**src/rtl/mem_ctrl.sv**
```systemverilog
`default_nettype none
// =============================================================================
// mem_ctrl : serves 32-bit ME load/store and IF fetch requests over a shared
//            byte-wide synchronous RAM bus, data port having priority.
// Rev 1.0
// =============================================================================
module mem_ctrl #(
  parameter int ADDR_W = 17
) (
  input  logic              clk,
  input  logic              rst,
  input  logic              ram_r_enable_i,
  input  logic              ram_w_enable_i,
  input  logic [3:0]        ram_w_mask_i,
  input  logic [31:0]       ram_w_data_i,
  input  logic [31:0]       ram_addr_i,
  output logic [31:0]       ram_r_data_o,
  output logic              ram_busy_o,
  output logic              ram_done_o,
  input  logic              inst_req_i,
  input  logic [31:0]       inst_addr_i,
  output logic [31:0]       inst_data_o,
  output logic              inst_done_o,
  output logic [ADDR_W-1:0] mem_a_o,
  output logic [7:0]        mem_dout_o,
  output logic              mem_wr_o,
  input  logic [7:0]        mem_din_i
);

  typedef enum logic [1:0] {
    IDLE = 2'd0,
    RD   = 2'd1,
    WR   = 2'd2,
    DONE = 2'd3
  } state_t;

  state_t            state;
  logic [ADDR_W-3:0] word_addr;
  logic [2:0]        cnt;
  logic              fetch;
  logic [31:0]       wdata;
  logic [3:0]        wmask;
  logic [23:0]       acc;

  logic [2:0] cnt_nxt;
  logic [1:0] cnt_m1;
  assign cnt_nxt = cnt + 3'd1;
  assign cnt_m1  = cnt[1:0] - 2'd1;

  logic unused_addr_bits;
  assign unused_addr_bits = ^{ram_addr_i[31:ADDR_W], ram_addr_i[1:0],
                              inst_addr_i[31:ADDR_W], inst_addr_i[1:0]};

  always_ff @(posedge clk) begin
    if (!rst) begin
      state        <= IDLE;
      word_addr    <= '0;
      cnt          <= 3'd0;
      fetch        <= 1'b0;
      wdata        <= 32'd0;
      wmask        <= 4'd0;
      acc          <= 24'd0;
      ram_r_data_o <= 32'd0;
      ram_busy_o   <= 1'b0;
      ram_done_o   <= 1'b0;
      inst_data_o  <= 32'd0;
      inst_done_o  <= 1'b0;
      mem_a_o      <= '0;
      mem_dout_o   <= 8'd0;
      mem_wr_o     <= 1'b0;
    end else begin
      case (state)
        IDLE: begin
          cnt <= 3'd0;
          if (ram_w_enable_i) begin
            state      <= WR;
            fetch      <= 1'b0;
            ram_busy_o <= 1'b1;
            word_addr  <= ram_addr_i[ADDR_W-1:2];
            wdata      <= ram_w_data_i;
            wmask      <= ram_w_mask_i;
            mem_a_o    <= {ram_addr_i[ADDR_W-1:2], 2'b00};
            mem_dout_o <= ram_w_data_i[7:0];
            mem_wr_o   <= ram_w_mask_i[0];
          end else if (ram_r_enable_i) begin
            state      <= RD;
            fetch      <= 1'b0;
            ram_busy_o <= 1'b1;
            word_addr  <= ram_addr_i[ADDR_W-1:2];
            mem_a_o    <= {ram_addr_i[ADDR_W-1:2], 2'b00};
          end else if (inst_req_i) begin
            state      <= RD;
            fetch      <= 1'b1;
            word_addr  <= inst_addr_i[ADDR_W-1:2];
            mem_a_o    <= {inst_addr_i[ADDR_W-1:2], 2'b00};
          end
        end

        // Every byte takes a cycle regardless of its mask bit: fixed latency.
        WR: begin
          if (cnt == 3'd3) begin
            state      <= DONE;
            mem_a_o    <= '0;
            mem_dout_o <= 8'd0;
            mem_wr_o   <= 1'b0;
            ram_done_o <= 1'b1;
          end else begin
            cnt        <= cnt_nxt;
            mem_a_o    <= {word_addr, cnt_nxt[1:0]};
            mem_dout_o <= wdata[{cnt_nxt[1:0], 3'b000} +: 8];
            mem_wr_o   <= wmask[cnt_nxt[1:0]];
          end
        end

        // RAM returns byte k one cycle after its address, so capture lags by one.
        RD: begin
          cnt <= cnt_nxt;
          if (cnt < 3'd3) begin
            mem_a_o <= {word_addr, cnt_nxt[1:0]};
          end else begin
            mem_a_o <= '0;
          end
          if (cnt == 3'd4) begin
            state <= DONE;
            if (fetch) begin
              inst_data_o <= {mem_din_i, acc};
              inst_done_o <= 1'b1;
            end else begin
              ram_r_data_o <= {mem_din_i, acc};
              ram_done_o   <= 1'b1;
            end
          end else if (cnt != 3'd0) begin
            acc[{cnt_m1, 3'b000} +: 8] <= mem_din_i;
          end
        end

        DONE: begin
          state       <= IDLE;
          ram_done_o  <= 1'b0;
          inst_done_o <= 1'b0;
          ram_busy_o  <= 1'b0;
        end

        default: state <= IDLE;
      endcase
    end
  end

endmodule
`default_nettype wire

```
**config.mk**
```make
export PLATFORM = sky130hd
export DESIGN_NAME = mem_ctrl
export DESIGN_NICKNAME = d
export VERILOG_FILES = /design/src/rtl/mem_ctrl.sv
export SDC_FILE = /design/constraint.sdc
export NUM_CORES = 1
export LEC_CHECK = 0
export CORE_MARGIN = 5
export CORE_UTILIZATION = 47
export DETAILED_ROUTE_END_ITERATION = 6
export PLACE_DENSITY = 0.8
export SYNTH_ARGS = -nofsm -noshare
export SYNTH_HDL_FRONTEND = slang
export SYNTH_SLANG_ARGS = --single-unit
```
**constraint.sdc**
```tcl
create_clock -name clk -period 2.2 [get_ports clk]
set_input_delay 0.44 -clock clk [delete_from_list [all_inputs] [get_ports clk]]
set_output_delay 0.44 -clock clk [all_outputs]
set_load 0.03 [all_outputs]
```
Word level (Yosys, flattened, before mapping). Index checks and enable logic that the tools add are counted.

Add/subtract/negate cells: 3. Bitwise gates (word level): 2. Reduce and logical (&&, ||, !) cells: 20. Muxes and demuxes: 39. Eq/ne operators: 13. Shifts and indexed selects: 3. Magnitude comparators: 2.

Operators with widths (count): $mux W17 (5); $pmux W17 S3 (1); $mux W15 (3); $shiftx A32 B6 Y8 (1); $bwmux W24 (1); $shift A8 B7 Y24 const A (1); $shiftx A8 B7 Y24 (1); $mux W8 (2); $pmux W8 S2 (1); $reduce_and A3 Y1 (5); $mux W1 (13); $ne A2 B2 Y1 const B (6); $reduce_and A2 Y1 (6); $reduce_bool A3 Y1 (4); $mux W2 (5); $pmux W3 S3 (1); $pmux W2 S4 (1); $neg A5 Y7 (1); $pmux W1 S2 (3); $reduce_bool A2 Y1 (3); $eq A2 B2 Y1 const B (2); $ne A4 B4 Y1 const B (1); $reduce_and A4 Y1 (1); $add A3 B1 Y3 const B (1); 12 further kinds (13).

Flip-flop bits (word level): 174. Input bits: 113. Word-level logic and storage cells: 97. Output and inout port bits: 93.

Longest topological paths before layout.
Depth after elaboration: 5. Depth in mapped cells: 8. Depth with buffers taken out: 6.

Worst setup path after synthesis. OpenSTA, ideal clock, no wires.

Kind: register to register. Start point: register cnt[0]. End point: register mem_dout_o[6]. Setup slack: 250 ps. Cell stages (with the launch flop): 8. Buffers on the path: 2. Setup time: 125 ps. Arrival: 1825 ps. Clock period less this slack: 1950 ps. Data required time: 2075 ps. Cells stage by stage: dfxtp_1 -> buf_2 -> inv_2 -> ha_1 -> buf_4 -> mux2_2 -> a22oi_1 -> a31oi_1.

Longest elaborated chain between the ends: 4. Elaborated cells on any way between the ends: 5. Classes of those cells: 1 x add/sub; 1 x eq/ne; 1 x shift; 2 x mux.

Ends and longest elaborated chain: from (decl) (line 39) `logic [2:0] cnt;`; from (signal assigned) (line 108) `cnt <= cnt_nxt;`; from (signal assigned) (line 117) `cnt <= cnt_nxt;`; $add A3 B1 Y3 (line 47) `assign cnt_nxt = cnt + 3'd1;`; $shiftx A32 B6 Y8 (line 110) `mem_dout_o <= wdata[{cnt_nxt[1:0], 3'b000} +: 8];`; $mux W8 (*) (line 101) `if (cnt == 3'd3) begin`; $pmux W8 S2 (*) (line 72) `case (state)`; to (signal assigned) (line 83) `mem_dout_o <= ram_w_data_i[7:0];`; to (signal assigned) (line 110); to (decl) (line 25) `output logic [7:0] mem_dout_o,`.

Every way passes the cells marked *; elsewhere a longest branch is shown, timed or not. A chain may end at the register's enable or synchronous reset.

Worst setup path after layout. Ends and elaborated chain as after synthesis.

==> summary.txt <==
CTS
  – Clock Sink Count: 174
  – Maximum root-to-sink buffer count: 2
  – CTS root buf: clkbuf_16
  – # H-tree levels: 4
  – TritonCTS clock tree: done
  – Clock-pin slew on the worst setup and hold paths: 60 ps
  – Clk Latency, worst-skew pair: roughly 430 ps
  – Total CTS buffers: 17
  – CTS hold repair buffers: 0

Routing
  – WL/cell: 15.6 µm
  – Via count: 6331
  – Initial detailed-routing violation count: about 400
  – Post-route DRC: 0
  – Detailed Routing Iterations Pass 1: 5
  – DRT Wirelength: ~18 mm
  – Vias per std cell: 5.37
  – Post-DRT Antenna Nets: 0

Global route
  – Total gr overflow: 0
  – Global-route wire length before repair: 29.8 mm
  – Vias in the first global route: 6045
  – Grt peak-use layer: met2
  – Met2 usage: between 30% and 40%
  – GR Util All Layers: 20.5%
  – Largest net degree at the start of global routing: 57
  – Met1 Track Usage GR: 26.1%
  – Met3 usage: 6.15%
  – Initial antenna violation count: 0

Synthesis
  – Mean Syn Cell Area: 8.44 µm²
  – Net count after synthesis: 950
  – Mapped Area: approximately 7000 µm²
  – Sequential-to-total area share from yosys stat: 50.0%
  – FFs w/ async S/R, synth: 0%
  – Yosys reg bits: 174
  – Yosys cell types: 43
  – Post-synth EDFFs: 0
  – Synth Warn #: 0
  – Post-synthesis cell count: around 830
  – Main flop type after synthesis: dfxtp_1

Timing
  – Final Hold Vio Count: 0
  – Final worst slack: 183 ps
  – Fin. max-slew vios: 0
  – Slew margin rel.: 55.9%
  – Min Tclk post-route: 2020 ps
  – Fmax: 496 MHz
  – Setup tns final: 0 ps
  – Actual slew at the worst max-slew pin: 659 ps
  – Final setup violation count: 0
  – RSZ-0062 raised after global routing: no
  – Skew final: 9.50 ps
  – Period utilisation layout: just over 90%

Floorplan
  – Die width: 132 µm
  – Cell Rows: 44
  – Die Ht: 132 µm
  – Die area: 17400 µm²
  – Core area: 14500 µm²
  – Ports: between 200 and 250
  – Initial Utilization: between 40% and 50%

Worst setup path
  – Reg2reg setup slack: approximately 180 ps
  – Critical path's top delay family: flip-flops
  – CP max FO: 23
  – Crit Reg-Reg Endpoint: mem_dout_o[6]
  – Crit path cell chain: inv_2, ha_1, buf_12, mux2_2, a22oi_1, a31oi_1
  – Max incr delay on CP: 480 ps
  – Crit path launch type: register
  – CP required: between 2000 and 2500 ps
  – Stages on worst setup path: 6
  – CP bufs+invs: 2
  – Setup crit end kind: register
  – Reg-to-Reg Start: cnt[0]
  – CP max stage cell: dfxtp_1
  – Reg2Reg Depth: 6
  – Crit Path Class: register to register
  – Arr. time, crit path: roughly 2300 ps

Pwr
  – Pleak: roughly 3.4 nW
  – Pwr Density: a little over 1000 nW/µm²
  – Max VDD drop: 597 µV

Final layout
  – Nets: approximately 1100
  – Layout area overhead: 36.2%
  – Final std cells w/o fill: 1180
  – Design area: 9490 µm²
  – Final core utilization: 65.3%
  – Antenna Cells: 0
  – Share of cells above drive strength 1: 9.24%

Place
  – Final RePlAce weighted congestion: 0.804
  – Count of input and output buffers: between 150 and 200
  – Placed insts: 1147
  – Pre-CTS WS: -118 ps
  – Placed cell area: 8900 µm²
  – Post-DP HPWL: 12.3 mm

Hold path
  – Worst hold endpoint: wdata[0]
  – Hold Path Cell Cnt: 2
  – Hold crit path type: register to register
  – Hold Crit Start: wdata[0]

Status
  – Outcome: complete, no violations

Run
  – Max-cap check violation count: 0
==> synthesized netlist by cell type, drive strengths merged (4+ instances only) <==
cell / instances / area share [%]
ha: 11 / 2.0
inv: 9 / 0.48
nand3: 20 / 1.4
nand3b: 4 / 0.66
a21oi: 120 / 8.6
nor2: 49 / 2.9
a31oi: 9 / 0.81
mux2: 18 / 2.9
a211oi: 18 / 1.9
a22oi: 33 / 3.6
clkbuf: 26 / 1.4
nand2: 222 / 12
o21ai: 28 / 2.1
dfxtp: 174 / 50
o21a: 17 / 1.8
buf: 33 / 2.6
mux2i: 15 / 2.2
==> routing by layer <==
metal	routed length, µm	up-vias
met4	295	0
met2	8730	213
met1	8140	2956
met3	1240	24
li1	-	3138
met5	0	-
==> sequential cells by signal, summed over array words and instances, names as in the netlist <==
| name | cells |
|---|---|
| inst_data_o | 32 |
| ram_r_data_o | 32 |
| wdata | 32 |
| acc | 24 |
| mem_a_o | 17 |
| word_addr | 15 |
| mem_dout_o | 8 |
| wmask | 4 |
| cnt | 3 |
| state | 2 |
| fetch | 1 |
| inst_done_o | 1 |
| mem_wr_o | 1 |
| ram_busy_o | 1 |
| ram_done_o | 1 |
==> worst reg2reg max path, stage by stage, from the launching register on <==
cell	delay, ps
dfxtp_1	480
inv_2	160
ha_1	350
buf_12	200
mux2_2	360
a22oi_1	210
a31oi_1	100
==> placed cells by master, fill, tap and decap left out, types with 9 or more instances in the layout <==
master / n
clkbuf_16: 17
a21oi_1: 120
a211oi_1: 18
clkdlybuf4s50_1: 171
a31oi_1: 9
buf_4: 20
o21ai_0: 27
ha_1: 11
dfxtp_1: 174
nand2_1: 222
nand3_1: 20
a22oi_1: 33
nor2_1: 44
mux2_2: 18
mux2i_1: 15
o21a_1: 17
==> worst max path at each step <==
stage,end,start
6_report,mem_dout_o[6],cnt[0]
5_1_grt,mem_dout_o[6],cnt[0]
4_1_cts,mem_a_o[1],state[0]
3_5_place_dp,mem_a_o[0],ram_w_enable_i
3_3_place_gp,mem_a_o[13],ram_w_enable_i
2_1_floorplan,mem_dout_o[6],cnt[0]
==> kinds of logic (layout without fill, tap and decap cells) <==
| kind of cell | after synthesis | after routing | share of synthesized area [%] |
|---|---|---|---|
| buf+inv | 68 | 238 | 4.47 |
| mux | 33 | 33 | 5.06 |
| flops | 174 | 174 | 50.0 |
| fa+ha+maj | 11 | 11 | 1.97 |
| compound gates | 235 | 235 | 19.9 |
| simple gates | 305 | 305 | 18.6 |
==> area by class of cell <==
class | count | area, µm²
tap | 184 | 230
sequential | 174 | 3480
inverter | 9 | 36.3
multi-input combinational | 584 | 3180
fill | 1230 | 5040
clock inverter | 11 | 109
timing repair buffer | 197 | 1980
clock buffer | 21 | 470
==> timing repair <==
action | in CTS | in global routing
endpoints found under the setup margin | 0 | 22
buffers inserted | 0 | 1
resized for setup | 0 | 1
endpoints found under the hold margin | 0 | 0
==> per-stage QoR <==
stage          power, mW  hold WS, ps
2_1_floorplan       5.97          433
3_3_place_gp        6.94          440
3_5_place_dp        7.00          446
4_1_cts             9.92          455
5_1_grt             10.4          464
6_report            9.87          453
==> where the power goes <==
part | leakage, nW | switching (mW) | internal [mW]
combinational | 1.68 | 1.86 | 1.26
sequential | 1.42 | 0.244 | 3.58
clock | 0.272 | 1.26 | 1.66
(Power assumes the default switching activity.)
